File: src/rtl/ql_ser_pkg.sv
// ql_ser_pkg: shared types, baud table and TCTRL field positions for the QL serial transmitter.
package ql_ser_pkg;

    // Transmitter frame sequencer states
    typedef enum logic [1:0] {
        IDLE  = 2'd0,
        START = 2'd1,
        DATA  = 2'd2,
        STOP  = 2'd3
    } ser_state_t;

    // Baud rate for each TCTRL baud index
    localparam int BAUD_TAB [8] = '{19200, 9600, 4800, 2400, 1200, 600, 300, 75};

    // TCTRL register fields
    localparam int TCTRL_W        = 4;
    localparam int TCTRL_BAUD_LSB = 0;
    localparam int TCTRL_BAUD_MSB = 2;
    localparam int TCTRL_PORT_BIT = 3;

    // Clocks per bit, rounded to nearest; only ever called with constant arguments
    function automatic logic [19:0] baud_div(input int clk_hz, input logic [2:0] idx);
        int baud;
        baud = BAUD_TAB[idx];
        return 20'((clk_hz + baud / 2) / baud);
    endfunction

endpackage

File: src/rtl/ql_ser_fifo.sv
// ql_ser_fifo: small synchronous show-ahead FIFO for transmit bytes.
// dout always presents the oldest entry so it can be consumed on the pop clock.
module ql_ser_fifo #(
    parameter int DEPTH = 8,
    parameter int WIDTH = 8
) (
    input  logic                     clk_sys,
    input  logic                     reset,
    input  logic                     push,
    input  logic                     pop,
    input  logic [WIDTH-1:0]         din,
    output logic [WIDTH-1:0]         dout,
    output logic                     full,
    output logic                     empty,
    output logic [$clog2(DEPTH):0]   count
);
    localparam int AW = $clog2(DEPTH);
    localparam logic [AW:0] FULL_CNT = (AW + 1)'(DEPTH);

    logic [WIDTH-1:0] mem [DEPTH];
    logic [AW-1:0]    wr_ptr_reg;
    logic [AW-1:0]    rd_ptr_reg;
    logic [AW:0]      count_reg;
    logic             do_push;
    logic             do_pop;

    assign do_push = push && !full;
    assign do_pop  = pop && !empty;

    // Storage array; no reset so it maps onto distributed RAM
    always_ff @(posedge clk_sys) begin
        if (do_push) begin
            mem[wr_ptr_reg] <= din;
        end
    end

    // Pointers wrap naturally at the power-of-two depth; simultaneous push/pop keeps count
    always_ff @(posedge clk_sys) begin
        if (reset) begin
            wr_ptr_reg <= '0;
            rd_ptr_reg <= '0;
            count_reg  <= '0;
        end else begin
            if (do_push) begin
                wr_ptr_reg <= wr_ptr_reg + AW'(1);
            end
            if (do_pop) begin
                rd_ptr_reg <= rd_ptr_reg + AW'(1);
            end
            case ({do_push, do_pop})
                2'b10:   count_reg <= count_reg + (AW + 1)'(1);
                2'b01:   count_reg <= count_reg - (AW + 1)'(1);
                default: count_reg <= count_reg;
            endcase
        end
    end

    assign dout  = mem[rd_ptr_reg];
    assign full  = (count_reg == FULL_CNT);
    assign empty = (count_reg == '0);
    assign count = count_reg;

endmodule

File: src/rtl/zx8302_ser_tx.sv
// zx8302_ser_tx: QL SER1/SER2 transmitter. Frames are 1 start, 8 data (LSB first), 2 stop.
// Build option QL_SER_FIFO_EN: buffer bytes in a FIFO_DEPTH-entry FIFO; otherwise a single
// holding register (as on the original chip) that frees up when a frame starts.
module zx8302_ser_tx
    import ql_ser_pkg::*;
#(
    parameter int CLK_HZ     = 21_000_000,
    parameter int FIFO_DEPTH = 8
) (
    input  logic       clk_sys,
    input  logic       reset,
    input  logic       cep,
    input  logic       tctrl_we,
    input  logic       tdata_we,
    input  logic [7:0] din,
    input  logic       cts1,
    input  logic       cts2,
    output logic       txd1,
    output logic       txd2,
    output logic       busy,
    output logic       tx_irq
);
    // Divisor per baud index, folded to constants at elaboration
    logic [19:0] div_tab [8];
    genvar gi;
    generate
        for (gi = 0; gi < 8; gi++) begin : g_div
            assign div_tab[gi] = baud_div(CLK_HZ, 3'(gi));
        end
    endgenerate

    logic [TCTRL_W-1:0] tctrl_reg;
    logic               cts1_meta_reg, cts1_sync_reg;
    logic               cts2_meta_reg, cts2_sync_reg;

    ser_state_t  state_reg, state_next;
    logic [19:0] bit_cnt_reg, bit_cnt_next;
    logic [2:0]  bit_idx_reg, bit_idx_next;
    logic        stop_cnt_reg, stop_cnt_next;
    logic [7:0]  shift_reg, shift_next;
    logic [19:0] div_reg, div_next;
    logic        port_reg, port_next;
    logic        tx_irq_reg, tx_irq_next;

    logic        push, pop, launch;
    logic        pending, busy_int;
    logic [7:0]  pend_data;
    logic [19:0] div_sel;
    logic        port_sel, cts_sel, txd_bit;

    assign div_sel  = div_tab[tctrl_reg[TCTRL_BAUD_MSB:TCTRL_BAUD_LSB]];
    assign port_sel = tctrl_reg[TCTRL_PORT_BIT];
    assign cts_sel  = port_sel ? cts2_sync_reg : cts1_sync_reg;
    assign push     = cep && tdata_we && !busy_int;

    // TCTRL register; only the low nibble is implemented
    always_ff @(posedge clk_sys) begin
        if (reset) begin
            tctrl_reg <= '0;
        end else if (cep && tctrl_we) begin
            tctrl_reg <= din[TCTRL_W-1:0];
        end
    end

    // Two-flop synchronizers for the asynchronous clear-to-send inputs
    always_ff @(posedge clk_sys) begin
        if (reset) begin
            cts1_meta_reg <= 1'b0;
            cts1_sync_reg <= 1'b0;
            cts2_meta_reg <= 1'b0;
            cts2_sync_reg <= 1'b0;
        end else begin
            cts1_meta_reg <= cts1;
            cts1_sync_reg <= cts1_meta_reg;
            cts2_meta_reg <= cts2;
            cts2_sync_reg <= cts2_meta_reg;
        end
    end

`ifdef QL_SER_FIFO_EN
    logic                          fifo_full, fifo_empty;
    logic [$clog2(FIFO_DEPTH):0]   unused_fifo_count;

    ql_ser_fifo #(
        .DEPTH (FIFO_DEPTH),
        .WIDTH (8)
    ) u_fifo (
        .clk_sys (clk_sys),
        .reset   (reset),
        .push    (push),
        .pop     (pop),
        .din     (din),
        .dout    (pend_data),
        .full    (fifo_full),
        .empty   (fifo_empty),
        .count   (unused_fifo_count)
    );

    assign busy_int = fifo_full;
    assign pending  = !fifo_empty;
`else
    logic [7:0] hold_reg;
    logic       hold_full_reg;
    logic       unused_cfg;

    assign unused_cfg = ^FIFO_DEPTH;

    // Single holding register: emptied when its byte moves into the shifter
    always_ff @(posedge clk_sys) begin
        if (reset) begin
            hold_reg      <= 8'h00;
            hold_full_reg <= 1'b0;
        end else begin
            if (pop) begin
                hold_full_reg <= 1'b0;
            end
            if (push) begin
                hold_reg      <= din;
                hold_full_reg <= 1'b1;
            end
        end
    end

    assign busy_int  = hold_full_reg;
    assign pending   = hold_full_reg;
    assign pend_data = hold_reg;
`endif

    // Frame sequencer state and datapath registers
    always_ff @(posedge clk_sys) begin
        if (reset) begin
            state_reg    <= IDLE;
            bit_cnt_reg  <= '0;
            bit_idx_reg  <= '0;
            stop_cnt_reg <= 1'b0;
            shift_reg    <= 8'h00;
            div_reg      <= '0;
            port_reg     <= 1'b0;
            tx_irq_reg   <= 1'b0;
        end else begin
            state_reg    <= state_next;
            bit_cnt_reg  <= bit_cnt_next;
            bit_idx_reg  <= bit_idx_next;
            stop_cnt_reg <= stop_cnt_next;
            shift_reg    <= shift_next;
            div_reg      <= div_next;
            port_reg     <= port_next;
            tx_irq_reg   <= tx_irq_next;
        end
    end

    // Next-state logic; a launch pops a byte and latches baud and port for the whole frame
    always_comb begin
        state_next    = state_reg;
        bit_cnt_next  = bit_cnt_reg;
        bit_idx_next  = bit_idx_reg;
        stop_cnt_next = stop_cnt_reg;
        shift_next    = shift_reg;
        div_next      = div_reg;
        port_next     = port_reg;
        tx_irq_next   = 1'b0;
        launch        = 1'b0;
        pop           = 1'b0;

        case (state_reg)
            IDLE: begin
                if (pending && cts_sel) begin
                    launch = 1'b1;
                end
            end
            START: begin
                if (bit_cnt_reg == 20'd0) begin
                    state_next   = DATA;
                    bit_cnt_next = div_reg - 20'd1;
                    bit_idx_next = 3'd0;
                end else begin
                    bit_cnt_next = bit_cnt_reg - 20'd1;
                end
            end
            DATA: begin
                if (bit_cnt_reg == 20'd0) begin
                    bit_cnt_next = div_reg - 20'd1;
                    shift_next   = {1'b0, shift_reg[7:1]};
                    bit_idx_next = bit_idx_reg + 3'd1;
                    if (bit_idx_reg == 3'd7) begin
                        state_next    = STOP;
                        stop_cnt_next = 1'b0;
                    end
                end else begin
                    bit_cnt_next = bit_cnt_reg - 20'd1;
                end
            end
            STOP: begin
                if (bit_cnt_reg == 20'd0) begin
                    if (stop_cnt_reg) begin
                        if (pending && cts_sel) begin
                            launch = 1'b1;
                        end else begin
                            state_next  = IDLE;
                            tx_irq_next = 1'b1;
                        end
                    end else begin
                        stop_cnt_next = 1'b1;
                        bit_cnt_next  = div_reg - 20'd1;
                    end
                end else begin
                    bit_cnt_next = bit_cnt_reg - 20'd1;
                end
            end
            default: state_next = IDLE;
        endcase

        if (launch) begin
            state_next   = START;
            pop          = 1'b1;
            shift_next   = pend_data;
            div_next     = div_sel;
            port_next    = port_sel;
            bit_cnt_next = div_sel - 20'd1;
        end
    end

    // Line level for the active port; the other port idles high
    always_comb begin
        txd_bit = 1'b1;
        if (state_reg == START) begin
            txd_bit = 1'b0;
        end else if (state_reg == DATA) begin
            txd_bit = shift_reg[0];
        end
    end

    assign txd1   = port_reg | txd_bit;
    assign txd2   = ~port_reg | txd_bit;
    assign busy   = busy_int;
    assign tx_irq = tx_irq_reg;

endmodule

File: config.mk
export PLATFORM = sky130hd
export DESIGN_NAME = zx8302_ser_tx
export DESIGN_NICKNAME = d
export VERILOG_FILES = /design/src/rtl/ql_ser_pkg.sv /design/src/rtl/ql_ser_fifo.sv /design/src/rtl/zx8302_ser_tx.sv
export SDC_FILE = /design/constraint.sdc
export NUM_CORES = 1
export LEC_CHECK = 0
export ABC_AREA = 1
export CORE_MARGIN = 8
export CORE_UTILIZATION = 35
export DETAILED_ROUTE_END_ITERATION = 10
export SLEW_MARGIN = 20
export SYNTH_ARGS = -nofsm -noshare
export SYNTH_HDL_FRONTEND = slang
export SYNTH_SLANG_ARGS = --single-unit
File: constraint.sdc
create_clock -name clk_sys -period 4.6 [get_ports clk_sys]
set_input_delay 0.92 -clock clk_sys [delete_from_list [all_inputs] [get_ports clk_sys]]
set_output_delay 0.92 -clock clk_sys [all_outputs]
set_load 0.03 [all_outputs]
Word level (Yosys, flattened, before mapping)
Memory sizes are Yosys's and may differ from the RTL's.
Cells that the tools add are included.
{"block": "op_classes", "n_addsub": 4, "multipliers": 0, "n_div": 0, "order_cmp": 1, "eq_ne": 17, "shift": 0, "mux": 36, "bitwise": 7, "n_reduce_logical": 24}
{"op": "$mux W20", "count": 6}
{"op": "$sub A20 B1 Y20 const B", "count": 3}
{"op": "$pmux W20 S2", "count": 1}
{"op": "$mux W8", "count": 3}
{"op": "$logic_not A20 Y1", "count": 1}
{"op": "$ne A3 B3 Y1 const B", "count": 6}
{"op": "$mux W1", "count": 14}
{"op": "$reduce_and A7 Y1", "count": 2}
{"op": "$mux W2", "count": 6}
{"op": "$ne A2 B2 Y1 const B", "count": 6}
{"op": "$reduce_bool A2 Y1", "count": 5}
{"op": "$mux W3", "count": 2}
{"op": "$pmux W2 S3", "count": 1}
{"op": "$pmux W3 S2", "count": 1}
{"op": "$reduce_bool A3 Y1", "count": 2}
{"op": "$eq A2 B2 Y1 const B", "count": 2}
{"op": "$ge A4 B4 Y1 const B", "count": 1}
{"op": "$logic_and A1 B1 Y1", "count": 4}
{"op": "$ne A4 B4 Y1 const B", "count": 1}
{"op": "$not A1 Y1", "count": 4}
{"op": "$not A3 Y4", "count": 1}
{"op": "$pmux W1 S2", "count": 2}
{"op": "$reduce_and A2 Y1", "count": 2}
{"op": "$reduce_and A4 Y1", "count": 1}
{"op": "10 further kinds", "count": 12}
{"block": "word_totals", "regBits": 73, "latchBits": 0, "ram_bits": 0, "romBits": 160, "inputBits": 15, "output_inout_bits": 4, "elab_cells": 106, "n_memories": 1}
{"memory": "(no name shown)", "words": 8, "word_bits": 20, "rd": 1, "rd_ports_with_merged_regs": 0, "write_ports": 0, "line": "zx8302_ser_tx.sv:51", "source": "assign div_sel = div_tab[tctrl_reg[TCTRL_BAUD_MSB:TCTRL_BAUD_LSB]];"}

Longest topological paths before layout
Gate-level depths: netlist of run 1.
{"block": "depth", "depth_word": 9, "mapped_depth": 19, "mapped_depth_nobuf": 19}

Least setup slack after synthesis of run 1
OpenSTA, ideal clock, no wires.
{"block": "synth_path", "path_kind": "register to register", "startpoint": "register state_reg[0]", "endpoint": "register bit_cnt_reg[10]", "setup_time_ns": 0.114, "arrival_time_ns": 2.249, "t_required_ns": 4.486, "slack_ns": 2.238, "path_stages_with_launch": 17, "path_buffers": 1, "synth_period_minus_slack_ns": 2.362, "path_cell_list": "dfxtp_1 -> inv_1 -> ha_1 -> inv_1 -> clkbuf_1 -> nand3_1 -> nand2_1 -> inv_1 -> ha_1 -> nand3_1 -> inv_1 -> nand2_1 -> nor2_4 -> nand3_1 -> nand2_1 -> o21bai_1 -> inv_1"}
{"block": "synth_via", "elab_chain_cells": 4, "elab_cells_between_ends": 11, "classes_between": "eq/ne: 4; mux: 3; reduce/logical: 4"}
{"element": "start, declared", "line": "zx8302_ser_tx.sv:36", "source": "ser_state_t state_reg, state_next;"}
{"element": "start signal, assigned", "line": "zx8302_ser_tx.sv:141", "source": "state_reg <= state_next;"}
{"element": "$eq A2 B2 Y1, or another cell as far along", "line": "zx8302_ser_tx.sv:165", "source": "case (state_reg)"}
{"element": "$pmux W1 S2 or $reduce_or A2 Y1 (tied branches)"}
{"element": "$ne A4 B4 Y1 (no source line), or another cell as far along"}
{"element": "$reduce_and A2 Y1 (no source line) or $mux W20 (tied branches)"}
{"element": "end signal, assigned", "line": "zx8302_ser_tx.sv:142", "source": "bit_cnt_reg <= bit_cnt_next;"}
{"element": "end, declared", "line": "zx8302_ser_tx.sv:37", "source": "logic [19:0] bit_cnt_reg, bit_cnt_next;"}
Several ways; a longest one is shown, not always the timed one.
A chain may end at the register's enable or synchronous reset.

Worst setup path in the final report of run 1
{"block": "layout_path", "startpoint": "register bit_cnt_reg[0]", "endpoint": "register bit_cnt_reg[10]"}
{"block": "layout_via", "elab_chain_cells": 5, "elab_cells_between_ends": 11, "classes_between": "add/sub: 1; eq/ne: 1; mux: 6; reduce/logical: 3"}
{"element": "branches (longest 5 deep; another with $sub A20 B1 Y20)"}
Several ways; the timed one is not identified.

==> out/metrics.yaml, run 1 <==
worst_slew_pin_slew_ps: 732
cts_hold_buf: 0
cts_tree: "done"
r2r_start: "bit_cnt_reg[0]"
fin_worst_skew_ps: 12.5
irDropWorstVdd_mv: 0.305
critPathLaunchType: "register"
max_freq_mhz: 270
final.fill_count: 1145
arrival_ps: 3970
htree_levels: 3
post_drt_wl_per_cell_um: 13.0
drc: 0
final_util_pct: 40.9
pin_count: 19
holdCritPathClass: "register to register"
die_y_um: 122
power_uw: 2970
crit_path_end_kind: "register"
syn-instance-count: 584
start_util_pct: 36.0
worstHoldStart: "cts1_meta_reg"
synth_seq_cells: 70
area_delta_synth_final_pct: 13.5
leakage_uw: 0.00199
period_needed_ps: 3710
vias: 3601
drtIter0Drc: 238
ys_seq_area_share_pct: 35.9
required_ps: 4860
rsz0062_at_grt: "false"
drt_wl_total_um: 9600
synth.avg_cell_area_sq_um: 6.68
cts_buffers: 9
synth_nets: 612
slew_violations: 0
largest_reg_flops: 20
place_hpwl_um: 7020
setup_violations: 0
hold_viol_final: 0
dr.pass1.iters: 4
diodes: 0
clk_path_buf_depth: 2
final_cell_mix: "nand2_1 (119), inv_1 (84), nor2_1 (78)"
path_clk_slew_ps: 80
grt_pass1_vias: 3453
dieArea_sq_um: 14800
crit_path_max_fanout: 34
cts_resized: 0
fin_nets: 622
drtAntennaViolNets: 0
path_class: "register to register"
top_layer: "met4"
critPathMostFrequentCell: "nor2_1"
max_stage_delay_ps: 490
die_w_um: 122
grt_max_degree: 39
dr_wl_met2_um: 4380
wl_met1_um: 4560
antenna_found_initial: 0
slew_headroom_pct: 51.0
root_buffer: "clkbuf_8"
drv_cap: 0
finalCritPeriodShare_pct: 80.6
row_count: 38
core_area_sq_um: 10800
crit_path_cell_trace: "or2_1, nor2_1, nand3_2, o21bai_4, nand2_4, clkinv_1, nor2_1, nor2_2, ha_1, nand3_1, nor2_1, nand3_1, nor2_2, a21oi_1, o21bai_1, inv_1"
insertion_delay_ps: 360
grt_pass1_wl_um: 16600
synthDistinctLibCells: 33
track_usage_pct: 14.0
grt_remaining_overflow: 0
p_per_area_nw_per_um2: 671
startpoint: "bit_cnt_reg[0]"
crit_slowest_cell: "o21bai_4"
io_buffer_count: 18
outcome: "finished clean"
vias_per_cell: 4.88
met3_length_um: 549
cts_setup_buffers: 0
tns_ps: 0
drive_gt1_share_pct: 9.53
synth_warnings: 0
place.gp.congestion: 0.855
cts_sinks: 70
layout.cells.most_common: "nand2_1"
syn_area_sq_um: 3900
-- metrics by stage --
stage	instance area [sq um]	hold slack [ps]	instances	setup WS, ps
after floorplan	3900	388	584	2240
after global placement	4190	390	723	1070
after detailed placement	4190	398	723	929
after CTS	4430	410	738	908
after global routing	4430	428	738	561
final	4430	406	738	891
-- final timing paths --
path / end / slack, ps / cells after the start
setup reg to reg: bit_cnt_reg[10] / 890 / 16
hold reg to reg: cts1_sync_reg / 410 / 2
hold / removal: cts1_sync_reg / 410 / 2
setup / recovery: bit_cnt_reg[10] / 890 / 16
-- power by group --
part | internal (uW) | total, uW | switching [uW]
registers | 714 | 806 | 91.3
logic | 515 | 1550 | 1030
clock network | 374 | 620 | 246
total | 1600 | 2970 | 1370
-- routing by layer --
metal | global-route usage (%) | vias up
li1 | - | 1884
met1 | 17.8 | 1643
met2 | 22.4 | 64
met3 | 4.44 | 10
met4 | 3.47 | 0
met5 | 0 | -
-- cell usage after synthesis --
cell type,count,area [sq um]
a211oi_1,1,7.51
a21oi_1,21,105
a31oi_1,9,56.3
and2_1,1,6.26
buf_1,1,3.75
buf_2,5,25.0
buf_6,1,11.3
clkbuf_1,15,56.3
clkinv_1,1,3.75
dfxtp_1,70,1400
ha_1,13,163
inv_1,84,315
nand2_1,119,447
nand2_2,9,56.3
nand2_4,2,22.5
nand3_1,43,215
nand3_2,3,30.0
nand3b_1,2,15.0
nand4_1,4,25.0
nor2_1,78,293
nor2_2,7,43.8
nor2_4,6,67.6
nor3_1,1,5.00
nor3_2,1,10.0
o211ai_1,3,22.5
o21ai_0,47,235
o21ai_2,2,17.5
o21bai_1,8,60.1
o21bai_4,1,18.8
o22ai_1,16,100
or2_1,1,6.26
or2_2,8,50.1
xnor2_1,1,8.76
-- cell families (layout without fill, tap and decap cells) --
family          after synthesis  in the layout  synth area share (%)
buf+inv                     107            121                  10.6
flops                        70             70                  35.9
compound gates              108            108                  16.0
simple gates                285            285                  33.1
fa+ha+maj                    13             13                  4.17
xor+xnor                      1              1                 0.224
-- final cells by class --
class | count | area, sq um | area share, %
Sequential cell | 70 | 1400 | 31.6
Clock buffer | 10 | 138 | 3.11
Clock inverter | 5 | 108 | 2.43
Timing Repair Buffer | 21 | 203 | 4.57
Multi-Input combinational cell | 407 | 2090 | 47.1
Inverter | 85 | 319 | 7.20
Tap cell | 140 | 175 | 3.95
-- critical path: cells and delay by family, from the launching register on --
| kind | cells | cell delay, ps |
|---|---|---|
| AOI/OAI and AO/OA | 3 | 680 |
| adders and majority gates | 1 | 210 |
| buffers and inverters | 2 | 370 |
| DFF | 1 | 320 |
| and+or+nand+nor | 10 | 2010 |
No activity file was read; power rests on OpenSTA's default activity.
==> run 2, diff against run 1 <==
- clock period: 4.6 -> 3.29 ns (I/O delays scaled with it)
==> out/metrics.yaml, run 2 (synthesis results as in run 1) <==
outcome: "finished clean"
start_util_pct: 36.0
place_area_sq_um: 4220
internal_power_uw: 2100
place_hpwl_um: 7320
p_sw_uw: 1970
core_area_sq_um: 10800
htree_levels: 3
startpoint: "state_reg[1]"
drv_cap: 0
rsz0062_at_grt: "false"
cts_sinks: 70
period_needed_ps: 2950
irDropWorstVdd_mv: 0.482
crit_path_max_fanout: 15
cts_setup_buffers: 0
pwr-share-clk_pct: 17.5
die_y_um: 122
final_area_sq_um: 4420
timing.rr.end: "bit_cnt_reg[18]"
vias_per_cell: 4.93
arrival_ps: 3200
vias: 3663
worst_slew_pin_slew_ps: 680
fin_worst_skew_ps: 7.70
reg2regPathDepth: 17
leakage_uw: 0.00198
pin_count: 19
die_w_um: 122
slew_violations: 0
clk_path_buf_depth: 2
area_delta_synth_final_pct: 13.1
grt_pass1_vias: 3580
root_buffer: "clkbuf_8"
critPathLaunchType: "register"
r2r_start: "state_reg[1]"
p_per_area_nw_per_um2: 921
layout.cells.most_common: "nand2_1"
cts_hold_buf: 0
cts_tree: "done"
drive_gt1_share_pct: 10.1
finalCritPeriodShare_pct: 89.7
diodes: 0
grt_pass1_wl_um: 17000
largest_reg_flops: 20
path_clk_slew_ps: 80
grt_max_degree: 33
drtAntennaViolNets: 0
combPwrFrac_pct: 54.7
r2r_slack_ps: 340
setup_violations: 0
drtIter0Drc: 250
tns_ps: 0
hold_viol_final: 0
slew_headroom_pct: 54.6
antenna_found_initial: 0
drc: 0
cts_resized: 0
dieArea_sq_um: 14800
required_ps: 3540
crit_path_end_kind: "register"
post_drt_wl_per_cell_um: 13.3
final_cell_mix: "nand2_1 (119), inv_1 (84), nor2_1 (78)"
holdCritPathClass: "register to register"
drt_wl_total_um: 9910
holdPathStages: 2
row_count: 38
switching_share_pct: 48.3
cts_buffers: 9
fin_nets: 626
place.gp.congestion: 0.901
track_usage_pct: 14.2
path_class: "register to register"
crit_end: "bit_cnt_reg[18]"
grt_remaining_overflow: 0
io_buffer_count: 18
dr.pass1.iters: 4
power_frac_seq_pct: 27.8
max_freq_mhz: 339
insertion_delay_ps: 350
run 2: per-stage QoR:
step | utilization [%] | std cells | hold WS, ps | setup WS (ps) | total power, uW
final | 40.7 | 743 | 403 | 338 | 4070
after global routing | 40.7 | 743 | 417 | 67.1 | 4450
after CTS | 40.7 | 743 | 404 | 380 | 4070
after detailed placement | 38.9 | 727 | 393 | 413 | 3330
after global placement | 38.9 | 727 | 394 | 529 | 3310
after floorplan | - | 584 | 388 | 928 | 2830
run 2: area by class of cell:
cell class | instances | area [sq um]
Fill cell | 1136 | 6420
Clock buffer | 11 | 141
Timing Repair Buffer | 25 | 233
Clock inverter | 5 | 58.8
Sequential cell | 70 | 1400
Inverter | 85 | 319
Tap cell | 140 | 175
Multi-Input combinational cell | 407 | 2090
run 2: worst min path at each step:
stage / from / to / slack, ps
global placement: cts1_meta_reg / cts1_sync_reg / 390
CTS: cts2_meta_reg / cts2_sync_reg / 400
global route: cts1_meta_reg / cts1_sync_reg / 420
floorplan: cts1_meta_reg / cts1_sync_reg / 390
finish: cts2_meta_reg / cts2_sync_reg / 400
detailed placement: cts2_meta_reg / cts2_sync_reg / 390
run 2: power by group through the flow:
stage / sequential [uW] / combinational (uW) / clock [uW]
after CTS: 1130 / 2220 / 731
final: 1130 / 2230 / 712
after floorplan: 1090 / 1740 / 0
after global placement: 1140 / 2170 / 0
after detailed placement: 1140 / 2190 / 0
after global routing: 1150 / 2540 / 764
run 2: metal layers:
metal | global-route usage (%) | part of all wire (%) | up-vias
met5 | 0 | 0 | -
li1 | - | - | 1892
met2 | 22.4 | 45 | 79
met3 | 3.33 | 4.3 | 19
met4 | 5.63 | 2.4 | 0
met1 | 18.3 | 48 | 1673
run 2: worst max-delay path: stages (launching register included):
cell and delay (ps):
dfxtp_1 420, ha_1 260, nand4_1 180, o21bai_4 360
nand2_4 200, clkinv_1 100, nor2_1 50, nor2_2 220
ha_1 210, nand3_1 150, inv_1 90, nand2_1 100
nor2_4 180, nand3_1 100, nand2_1 60, nand3_1 70
nand2_1 80, inv_1 30
==> run 3, diff against run 2 <==
- ABC_AREA: 1 -> default
- CORE_MARGIN: 8 -> default
- CTS_BUF_LIST: default -> sky130_fd_sc_hd__clkbuf_8
==> out/metrics.yaml, run 3 <==
outcome: "finished clean"
diodes: 0
crit_path_end_kind: "register"
antenna_found_initial: 0
area_delta_synth_final_pct: 16.1
pin_count: 19
post_drt_wl_per_cell_um: 16.1
period_needed_ps: 3130
drc: 0
synth.avg_cell_area_sq_um: 8.14
grt_pass1_vias: 3434
place_hpwl_um: 7660
synth_seq_cells: 70
synthDistinctLibCells: 67
die_y_um: 108
insertion_delay_ps: 360
io_buffer_count: 18
yosysTopAreaCellShare_pct: 35.6
worst_slack_ps: 162
grt_max_degree: 47
crit_path_cell_trace: "inv_1, ha_1, and4b_1, buf_4, a21oi_1, nor3_1, o32ai_1, nand3_2, nor4_4, a21oi_2, o41ai_2"
drv_cap: 0
synth.area.top_cells: "dfxtp_1 (36%), nor2_1 (6.3%), a21oi_1 (5.1%)"
synth_area_leader_cell: "dfxtp_1"
dr.pass1.iters: 5
htree_levels: 3
track_usage_pct: 19.2
die_w_um: 108
dpl_worst_slack_ps: 150
cts_hold_buf: 0
slew_violations: 0
setup_violations: 0
critPathLaunchType: "register"
core_area_sq_um: 10900
drtAntennaViolNets: 0
start_util_pct: 36.1
cts_tree: "done"
rsz0062_at_grt: "false"
hold_viol_final: 0
final_cell_mix: "dfxtp_1 (70), nor2_1 (65), nand2_1 (51)"
largest_reg_flops: 20
synth_warnings: 0
drive_gt1_share_pct: 14.6
grt_pass1_wl_um: 17400
cp_top_family: "compound AO/OA/AOI/OAI gates"
finalCritPeriodShare_pct: 95.1
grt_remaining_overflow: 0
synth_common_cells: "dfxtp_1 (70), nor2_1 (66), nand2_1 (51)"
syn-instance-count: 483
synth_flop_cell: "dfxtp_1"
row_count: 38
place.gp.congestion: 0.890
irDropWorstVdd_mv: 0.288
p_per_area_nw_per_um2: 778
async_reset_ff_share_pct: 0
holdCritPathClass: "register to register"
dieArea_sq_um: 11700
drt_wl_total_um: 10500
syn_area_sq_um: 3930
drtIter0Drc: 188
synth_edf_count: 0
yosysMostFrequentCell: "dfxtp_1"
root_buffer: "clkbuf_8"
layout.cells.most_common: "dfxtp_1"
tns_ps: 0
max_freq_mhz: 320
leakage_uw: 0.00169
fin_nets: 535
crit_path_max_fanout: 5
path_class: "register to register"
arrival_ps: 3400
worst_slew_pin_slew_ps: 722
fin_worst_skew_ps: 14.9
clk_path_buf_depth: 2
path_clk_slew_ps: 90
cts_buffers: 9
max_stage_delay_ps: 610
vias_per_cell: 5.63
synth_nets: 511
slew_headroom_pct: 51.7
crit_slowest_cell: "o32ai_1"
critPathBufInv: 2
vias: 3671
cts_sinks: 70
ys_seq_area_share_pct: 35.6
required_ps: 3560
## run 3: path summary, 6_finish.rpt
path / to / slack, ps / start / depth (start not counted)
worst max-delay path: bit_cnt_reg[18] / 160 / state_reg[0] / 11
worst min-delay path: cts1_sync_reg / 450 / cts1_meta_reg / 1
worst max register to register: bit_cnt_reg[18] / 160 / state_reg[0] / 11
worst min register to register: cts1_sync_reg / 450 / cts1_meta_reg / 1
## run 3: stage by stage
stage | cells | area [sq um] | total power [uW] | hold WS [ps] | utilization (%)
floorplan | 483 | 3940 | 2250 | 414 | -
global placement | 634 | 4340 | 2790 | 428 | 39.9
detailed placement | 634 | 4340 | 2800 | 428 | 39.9
CTS | 650 | 4550 | 3530 | 456 | 41.7
global route | 652 | 4570 | 3790 | 469 | 41.9
finish | 652 | 4570 | 3550 | 447 | 41.9
## run 3: routing by layer
metal	track usage (%)	wire length, um
met1	25.6	4890
met2	30.8	4880
met3	3.92	552
met4	6.16	204
met5	0	0
## run 3: layout make-up
type / instances / area [sq um]
Multi-Input combinational cell: 370 / 2350
Clock inverter: 7 / 80.1
Tap cell: 140 / 175
Fill cell: 1104 / 6320
Inverter: 10 / 37.5
Sequential cell: 70 / 1400
Clock buffer: 9 / 124
Timing Repair Buffer: 46 / 395
## run 3: cells by family after synthesis
family,share of synthesized area (%)
and+or+nand+nor,27.3
AOI/OAI and AO/OA,22.0
DFF,35.6
buffers and inverters,5.15
muxes,4.26
adders and majority gates,4.13
xor gates and xnor gates,1.56
## run 3: timing repair
| item | CTS | global route |
|---|---|---|
| gates resized for setup | 0 | 3 |
| setup endpoints to repair | 0 | 7 |
| buffers inserted | 0 | 2 |
## run 3: report_power, final
| group | switching [uW] | internal [uW] |
|---|---|---|
| clock network | 372 | 359 |
| logic | 1070 | 688 |
| registers | 115 | 949 |
| total | 1560 | 2000 |
